## src/rtl/store_buffer.sv

```systemverilog
// Store buffer for the M stage: formats stores, flags AdES, and queues legal stores
// in a FIFO that drains over m_valid/m_ready. Optional STORE_COALESCE_EN merges same-word stores into the tail.
module store_buffer #(
    parameter int DEPTH = 4,
    parameter int PTR_W = 2
) (
    input  logic        clk,
    input  logic        reset,
    input  logic        st_valid,
    input  logic [1:0]  st_op,
    input  logic [31:0] st_addr,
    input  logic [31:0] st_data,
    input  logic        exc_ov,
    output logic        exc_AdES,
    output logic        st_stall,
    input  logic        ld_req,
    input  logic [31:0] ld_addr,
    output logic        ld_hit,
    output logic        m_valid,
    input  logic        m_ready,
    output logic [31:0] m_addr,
    output logic [31:0] m_wdata,
    output logic [3:0]  m_byteen,
    output logic        drained
);
    localparam logic [1:0] OP_NONE = 2'd0;
    localparam logic [1:0] OP_SW   = 2'd1;
    localparam logic [1:0] OP_SH   = 2'd2;
    localparam logic [1:0] OP_SB   = 2'd3;
    localparam logic [PTR_W:0] FULL_CNT = (PTR_W + 1)'(DEPTH);

    function automatic logic [31:0] fmt_data(input logic [1:0] op, input logic [31:0] d);
        case (op)
            OP_SH:   return {2{d[15:0]}};
            OP_SB:   return {4{d[7:0]}};
            default: return d;
        endcase
    endfunction

    function automatic logic [3:0] fmt_byteen(input logic [1:0] op, input logic [1:0] a);
        case (op)
            OP_SW:   return 4'b1111;
            OP_SH:   return a[1] ? 4'b1100 : 4'b0011;
            OP_SB:   return 4'b0001 << a;
            default: return 4'b0000;
        endcase
    endfunction

    logic [29:0]    addr_r   [DEPTH];
    logic [31:0]    data_r   [DEPTH];
    logic [3:0]     byteen_r [DEPTH];
    logic [DEPTH-1:0] valid_r;
    logic [PTR_W-1:0] rd_ptr_r, wr_ptr_r;
    logic [PTR_W:0]   count_r;

    logic [15:0] a16_s;
    logic        in_range_s, dev_s, timer_cnt_s, misalign_s;
    logic        store_req_s, full_s, empty_s, pop_s, push_s, merge_s;
    logic [31:0] new_data_s;
    logic [3:0]  new_be_s;
    logic        unused_s;

    assign a16_s      = st_addr[15:0];
    assign new_data_s = fmt_data(st_op, st_data);
    assign new_be_s   = fmt_byteen(st_op, st_addr[1:0]);
    assign unused_s   = ^ld_addr[1:0];

    // Address-error classification on the low 16 address bits.
    always_comb begin
        in_range_s  = (a16_s <= 16'h2FFF)
                    || (a16_s >= 16'h7F00 && a16_s <= 16'h7F0B)
                    || (a16_s >= 16'h7F10 && a16_s <= 16'h7F1B)
                    || (a16_s >= 16'h7F20 && a16_s <= 16'h7F23);
        dev_s       = (a16_s >= 16'h7F00);
        timer_cnt_s = (a16_s >= 16'h7F08 && a16_s <= 16'h7F0B)
                    || (a16_s >= 16'h7F18 && a16_s <= 16'h7F1B);
        misalign_s  = ((st_op == OP_SW) && (st_addr[1:0] != 2'b00))
                    || ((st_op == OP_SH) && st_addr[0]);
        if (st_valid && (st_op != OP_NONE)) begin
            exc_AdES = exc_ov || misalign_s || !in_range_s
                     || ((st_op != OP_SW) && dev_s)
                     || ((st_op == OP_SW) && timer_cnt_s);
        end else begin
            exc_AdES = 1'b0;
        end
    end

    assign store_req_s = st_valid && (st_op != OP_NONE) && !exc_AdES;
    assign full_s      = (count_r == FULL_CNT);
    assign empty_s     = (count_r == '0);
    assign pop_s       = !empty_s && m_ready;

`ifdef STORE_COALESCE_EN
    logic [PTR_W-1:0] tail_ptr_s;
    assign tail_ptr_s = wr_ptr_r - PTR_W'(1);
    // Merge only into a RAM-address tail that is not leaving the buffer this cycle.
    assign merge_s = store_req_s && valid_r[tail_ptr_s]
                  && (addr_r[tail_ptr_s] == st_addr[31:2])
                  && (a16_s < 16'h3000)
                  && !(pop_s && (tail_ptr_s == rd_ptr_r));
`else
    assign merge_s = 1'b0;
`endif

    assign push_s   = store_req_s && !merge_s && !full_s;
    assign st_stall = store_req_s && !merge_s && full_s;
    assign drained  = empty_s;

    // FIFO pointers, occupancy and entry storage.
    always_ff @(posedge clk) begin
        if (reset) begin
            rd_ptr_r <= '0;
            wr_ptr_r <= '0;
            count_r  <= '0;
            valid_r  <= '0;
            for (int i = 0; i < DEPTH; i++) begin
                addr_r[i]   <= 30'd0;
                data_r[i]   <= 32'd0;
                byteen_r[i] <= 4'd0;
            end
        end else begin
            case ({push_s, pop_s})
                2'b10:   count_r <= count_r + (PTR_W + 1)'(1);
                2'b01:   count_r <= count_r - (PTR_W + 1)'(1);
                default: count_r <= count_r;
            endcase
            if (pop_s) begin
                valid_r[rd_ptr_r] <= 1'b0;
                rd_ptr_r          <= rd_ptr_r + PTR_W'(1);
            end
            if (push_s) begin
                valid_r[wr_ptr_r]  <= 1'b1;
                addr_r[wr_ptr_r]   <= st_addr[31:2];
                data_r[wr_ptr_r]   <= new_data_s;
                byteen_r[wr_ptr_r] <= new_be_s;
                wr_ptr_r           <= wr_ptr_r + PTR_W'(1);
            end
`ifdef STORE_COALESCE_EN
            if (merge_s) begin
                byteen_r[tail_ptr_s] <= byteen_r[tail_ptr_s] | new_be_s;
                for (int b = 0; b < 4; b++) begin
                    if (new_be_s[b]) begin
                        data_r[tail_ptr_s][8*b +: 8] <= new_data_s[8*b +: 8];
                    end
                end
            end
`endif
        end
    end

    // Head presentation; zeros when the buffer is empty.
    always_comb begin
        m_valid = !empty_s;
        if (!empty_s) begin
            m_addr   = {addr_r[rd_ptr_r], 2'b00};
            m_wdata  = data_r[rd_ptr_r];
            m_byteen = byteen_r[rd_ptr_r];
        end else begin
            m_addr   = 32'd0;
            m_wdata  = 32'd0;
            m_byteen = 4'd0;
        end
    end

    // Load-hit detection against every pending entry, head included.
    always_comb begin
        ld_hit = 1'b0;
        for (int i = 0; i < DEPTH; i++) begin
            if (ld_req && valid_r[i] && (addr_r[i] == ld_addr[31:2])) begin
                ld_hit = 1'b1;
            end else begin
                ld_hit = ld_hit;
            end
        end
    end
endmodule

```

## config.mk

```make
export PLATFORM = sky130hd
export DESIGN_NAME = store_buffer
export DESIGN_NICKNAME = d
export VERILOG_FILES = /design/src/rtl/store_buffer.sv
export SDC_FILE = /design/constraint.sdc
export NUM_CORES = 1
export LEC_CHECK = 0
export BUFFER_PORTS_ARGS = -buffer_cell sky130_fd_sc_hd__buf_2
export CAP_MARGIN = 0
export CORE_MARGIN = 2
export CORE_UTILIZATION = 59
export DETAILED_ROUTE_END_ITERATION = 12
export PLACE_DENSITY = 0.77
export SYNTH_ARGS = -nofsm -noshare
export SYNTH_HDL_FRONTEND = slang
export SYNTH_SLANG_ARGS = --single-unit
```

## constraint.sdc

```tcl
create_clock -name clk -period 12.3 [get_ports clk]
set_clock_uncertainty 0.05 [all_clocks]
set_input_delay 0.615 -clock clk [delete_from_list [all_inputs] [get_ports clk]]
set_output_delay 0.615 -clock clk [all_outputs]
set_load 0.01 [all_outputs]
```

==> flow_summary.toml, run 1 <==
[critical_path]
crit_family = "compound AO/OA/AOI/OAI gates"
arrival_ns = 4.85
end_kind = "register"
critPathBufInv = 2
cp_slowest_cell = "o21ai_4"
reg2reg_slack_ns = 8.27
critPathMaxFanout = 97
worstPathRequired_ns = 12.43
crit_type = "input pin to register"
slowest_delay_ns = 0.95
start_kind = "input pin"
cp_cell_sequence = "buf_2, nand2b_1, o41ai_1, a22oi_1, a2111oi_4, nand3_4, o21ai_4, buf_4"

[yosys]
netlist_area_um2 = 14300
yosysSeqAreaShare_pct = 57.1
yosysTopAreaCell = "edfxtp_1"
ys_types = 46
synth_top_area_share_pct = 55.3
synth_seq_cells = 277
ys_async_sr_fraction_pct = 0
synth_edf_count = 264
synthFlopType = "edfxtp_1"
synth_area_leaders = "edfxtp_1 (55%), mux4_2 (10%), xnor2_1 (4.9%)"
synth_warnings = 0
synthCells = 1090
synth_area_per_cell_um2 = 13.2

[floorplan]
ios = 177
core.rowCount = 57
dieArea_um2 = 25600
die_w_um = 160
dieHeight_um = 160
core-area_um2 = 24100
start_util_pct = 59.5

[place]
globalplace.congestion = 0.926
dp_cells = 1510
dpl.hpwl_um = 23500
portBuffers = 172

[run]
maxCapViolCount = 0

[timing]
finalSetupViolations = 0
rsz0062_at_grt = "no"
drv_slew = 0
fin_setup_tns_ns = 0
fin_crit_ns = 4.73
finalHoldViolations = 0
slew_headroom_pct = 23.4
worst_pin_slew_ns = 1.15
post-route-period-util_pct = 38.4
fmax_mhz = 212

[global_routing]
overflow = 0
grt_pass1_vias = 9319
track_usage_pct = 28.6
grt_pass1_wl_um = 55200
antenna_found_initial = 3
grt_max_degree = 152

[cts]
h-tree-depth = 1
cts_made_buffers = 28
postCtsHoldBufs = 0
cts.sinks = 277
ctsResizeCount = 0
post-cts-setup-buffers = 0
clock_latency_ns = 0.55
ctsRootBufferMaster = "clkbuf_16"
ctsLongestPathBuffers = 3
clkTransAtPathRegs_ns = 0.06
cts_tree = "yes"

[routing]
via_count = 9691
drtIter0Drc = 1001
routed_wl_um = 36400
drtAntennaViolNets = 0
drc = 0
dr.pass1.iters = 5
drt-wirelength-per-cell_um = 23.3
vias_per_cell = 6.20

[layout]
layout_commonest_cell = "edfxtp_1"
register_area_um2 = 8190
area_delta_synth_final_pct = 13.2
final-instance-count-excl-fill = 1562
drive_gt1_share_pct = 24.0
fill_cells = 1805
multiInputGateArea_um2 = 5780
fin_nets = 1330
final_cell_mix = "edfxtp_1 (264), buf_2 (172), and3_1 (112), and2_1 (103), xnor2_1 (81)"

[power_and_ir_drop]
power_leakage_nw = 6.42
powerDensity_nw_per_um2 = 125
peakVddDrop_mv = 0.119

[run_status]
status = "completed"

[worst_hold_path]
min_path_type = "input pin to register"
-- synth_stat cells, types with 3 or more instances --
library cell / count
inv_1: 14
and3_1: 112
edfxtp_1: 264
nand3_1: 9
ha_1: 9
nand4_1: 24
nand2_1: 26
a32o_1: 4
dfxtp_1: 13
clkbuf_2: 9
or3_1: 4
xnor2_1: 81
clkbuf_1: 64
a21oi_1: 8
buf_2: 7
nor2_1: 60
mux4_2: 66
buf_1: 10
nor3_1: 69
mux2i_1: 25
nor4_1: 20
and4b_1: 3
and2_1: 103
o21ai_0: 14
xor2_1: 42
-- cell families after synthesis --
logic type,Yosys count,synth area share [%]
DFF,277,57.1
other,1,0.0262
muxes,91,12.1
buffers and inverters,107,3.05
and+or+nand+nor,438,17.1
xor gates and xnor gates,123,7.51
AOI/OAI and AO/OA,43,2.16
adders and majority gates,10,0.925
-- stage by stage --
stage | hold slack, ns | total power [mW] | setup slack, ns | area (µm²) | utilization (%)
2_1_floorplan | 0.418 | 1.19 | 2.94 | 14400 | -
3_3_place_gp | 0.442 | 1.25 | 7.09 | 15400 | 63.8
5_1_grt | 0.315 | 2.08 | 7.30 | 16200 | 67.3
4_1_cts | 0.288 | 2.03 | 7.63 | 16200 | 67.3
3_5_place_dp | 0.432 | 1.26 | 7.04 | 15400 | 63.8
6_report | 0.303 | 2.03 | 7.57 | 16200 | 67.3
-- sequential cells by signal, summed over array words and instances (netlist names), named ones only --
| register | cells |
|---|---|
| count_r | 3 |
| byteen_r | 16 |
| addr_r | 120 |
| rd_ptr_r | 2 |
| valid_r | 4 |
| wr_ptr_r | 2 |
| data_r | 128 |
-- metal layers --
metal  up-vias  GRT usage [%]  share of wire, %
met5         -              0             0.044
met4         2           7.86               2.7
met3        71           5.19                10
met2       491           43.9                46
met1      4816           42.6                40
li1       4311              -                 -
-- final timing paths --
kind	cells past startpoint	from	to
worst max-delay path	8	st_op[1]	addr_r[0][27]$_SDFFCE_PN0P_
worst min-delay path	2	reset	register
worst max register to register	7	count_r[0]$_SDFFE_PP0P_	addr_r[0][27]$_SDFFCE_PN0P_
worst min register to register	1	valid_r[2]$_SDFF_PP0_	valid_r[2]$_SDFF_PP0_
-- worst register-to-register path: cells and delay by family, from the launching register on --
family                 cells  cell delay (ns)
DFF                        1             0.38
buffers and inverters      2             0.92
AOI/OAI and AO/OA          2             1.21
and+or+nand+nor            3             1.04
-- cell type report --
cell class / count / share of cell area [%]
Sequential cell: 277 / 50.5
Antenna cell: 3 / 0.0462
Tap cell: 324 / 2.50
Multi-Input combinational cell: 711 / 35.6
Timing Repair Buffer: 184 / 5.86
Clock inverter: 12 / 0.640
Clock buffer: 37 / 4.52
Inverter: 14 / 0.324
-- report_power, final --
group	internal, mW	switching (mW)
logic	0.0609	0.104
clock network	0.440	0.349
registers	1.06	0.0151
(Power assumes the default switching activity.)
==> inputs of run 2 (changes only) <==
- clock period: 12.3 -> 4.35 ns (I/O delays scaled with it)
==> run 2 against run 1 <==
Against the previous run: hold slack lost 0.29 ns; critical path depth grew 1; total power grew to 3.0 times the previous value; global-route usage grew 0.73 points; worst setup slack lost 6.6 ns; critical path type unchanged; largest cell class unchanged; largest power group unchanged.
==> flow_summary.toml, run 2 (synthesis gave the netlist of run 1 again) <==
[critical_path]
end_kind = "register"
crit_type = "input pin to register"
worstPathRequired_ns = 4.49
critPathMaxFanout = 37
arrival_ns = 3.55
start_kind = "input pin"

[timing]
drv_slew = 0
rsz0062_at_grt = "no"
fmax_mhz = 293
post-route-period-util_pct = 78.5
slew_headroom_pct = 31.8
fin_crit_ns = 3.41
finalHoldViolations = 0
finalSetupViolations = 0
fin_setup_tns_ns = 0
worst_pin_slew_ns = 1.02

[routing]
vias_per_cell = 6.12
via_count = 9773
routed_wl_um = 37600
drtAntennaViolNets = 0
drtIter0Drc = 1160
drt-wirelength-per-cell_um = 23.5
drc = 0
dr.pass1.iters = 5

[layout]
final_cell_mix = "edfxtp_1 (264), buf_2 (172), and3_1 (112), and2_1 (103), xnor2_1 (81)"
largest_register_ffs = 128
register_area_um2 = 8190
fill_cells = 1714
utilization_pct = 69.6
layout_commonest_cell = "edfxtp_1"
final_cell_area_um2 = 16800
largest_register = "data_r"
top_regs = "data_r x128, addr_r x120, byteen_r x16"
area_delta_synth_final_pct = 16.9
multiInputGateArea_um2 = 5810
fin_nets = 1364
drive_gt1_share_pct = 24.5

[cts]
postCtsHoldBufs = 27
clkTransAtPathRegs_ns = 0.06
cts_made_buffers = 29
ctsRootBufferMaster = "clkbuf_16"
cts.sinks = 277
clock_latency_ns = 0.56
h-tree-depth = 1
post-cts-setup-buffers = 0
cts_tree = "yes"
ctsResizeCount = 0
ctsLongestPathBuffers = 3

[run_status]
status = "completed"

[global_routing]
track_usage_pct = 29.3
overflow = 0
antenna_found_initial = 1
grt_max_degree = 144
grt_pass1_vias = 9596
grt_pass1_wl_um = 56300

[floorplan]
start_util_pct = 59.5
core-area_um2 = 24100
die_w_um = 160
core.rowCount = 57
ios = 177
dieArea_um2 = 25600
dieHeight_um = 160

[power_and_ir_drop]
power_leakage_nw = 6.68
powerDensity_nw_per_um2 = 367
peakVddDrop_mv = 0.367

[place]
portBuffers = 172
dpl.hpwl_um = 24300
globalplace.congestion = 0.884
postPlaceCellArea_um2 = 15500

[worst_hold_path]
min_path_type = "input pin to register"

[run]
maxCapViolCount = 0
-- run 2: worst max-delay path, cell delays in order --
cell and delay (ns):
dlygate4sd3_1 0.54, buf_2 0.17, nor4_1 0.38, nand4_1 0.14, a21o_1 0.25, a2111oi_4 0.47
nand4_1 0.58, nand2_4 0.24, buf_4 0.54
-- run 2: worst paths after layout --
kind | cells after the start | end | slack (ns) | from
worst max-delay path | 9 | addr_r[1][3]$_SDFFCE_PN0P_ | 0.94 | st_addr[7]
worst min-delay path | 3 | data_r[3][19]$_DFFE_PP_ | 0.02 | st_data[19]
worst max register to register | 9 | count_r[2]$_SDFFE_PP0P_ | 1.43 | count_r[2]$_SDFFE_PP0P_
worst min register to register | 1 | valid_r[2]$_SDFF_PP0_ | 0.48 | valid_r[2]$_SDFF_PP0_
-- run 2: metrics by stage --
stage	worst slack (ns)	hold WS (ns)	instances	power, mW
after CTS	0.971	0.00617	1597	6.15
after global placement	0.950	0.443	1516	3.55
final	0.936	0.0167	1598	6.16
after floorplan	0.0729	0.366	1095	3.36
after detailed placement	0.835	0.459	1516	3.57
after global routing	0.725	0.0324	1597	6.31
-- run 2: power breakdown --
group          internal (mW)  switching, mW
Combinational          0.193          0.304
Clock                   1.58           1.04
Sequential              3.00         0.0436
-- run 2: final cells by class --
type,count,area share (%)
Inverter,14,0.313
Multi-Input combinational cell,711,34.6
Tap cell,324,2.42
Clock inverter,18,1.50
Sequential cell,277,48.9
Antenna cell,1,0.0149
Clock buffer,36,4.49
Timing Repair Buffer,217,7.78
-- run 2: routing by layer --
metal,part of all wire (%),vias to the layer above,track usage [%]
met5,0,-,0
met4,2.0,0,6.59
met3,12,61,6.36
met2,47,561,46.4
met1,39,4767,42.4
li1,-,4384,-
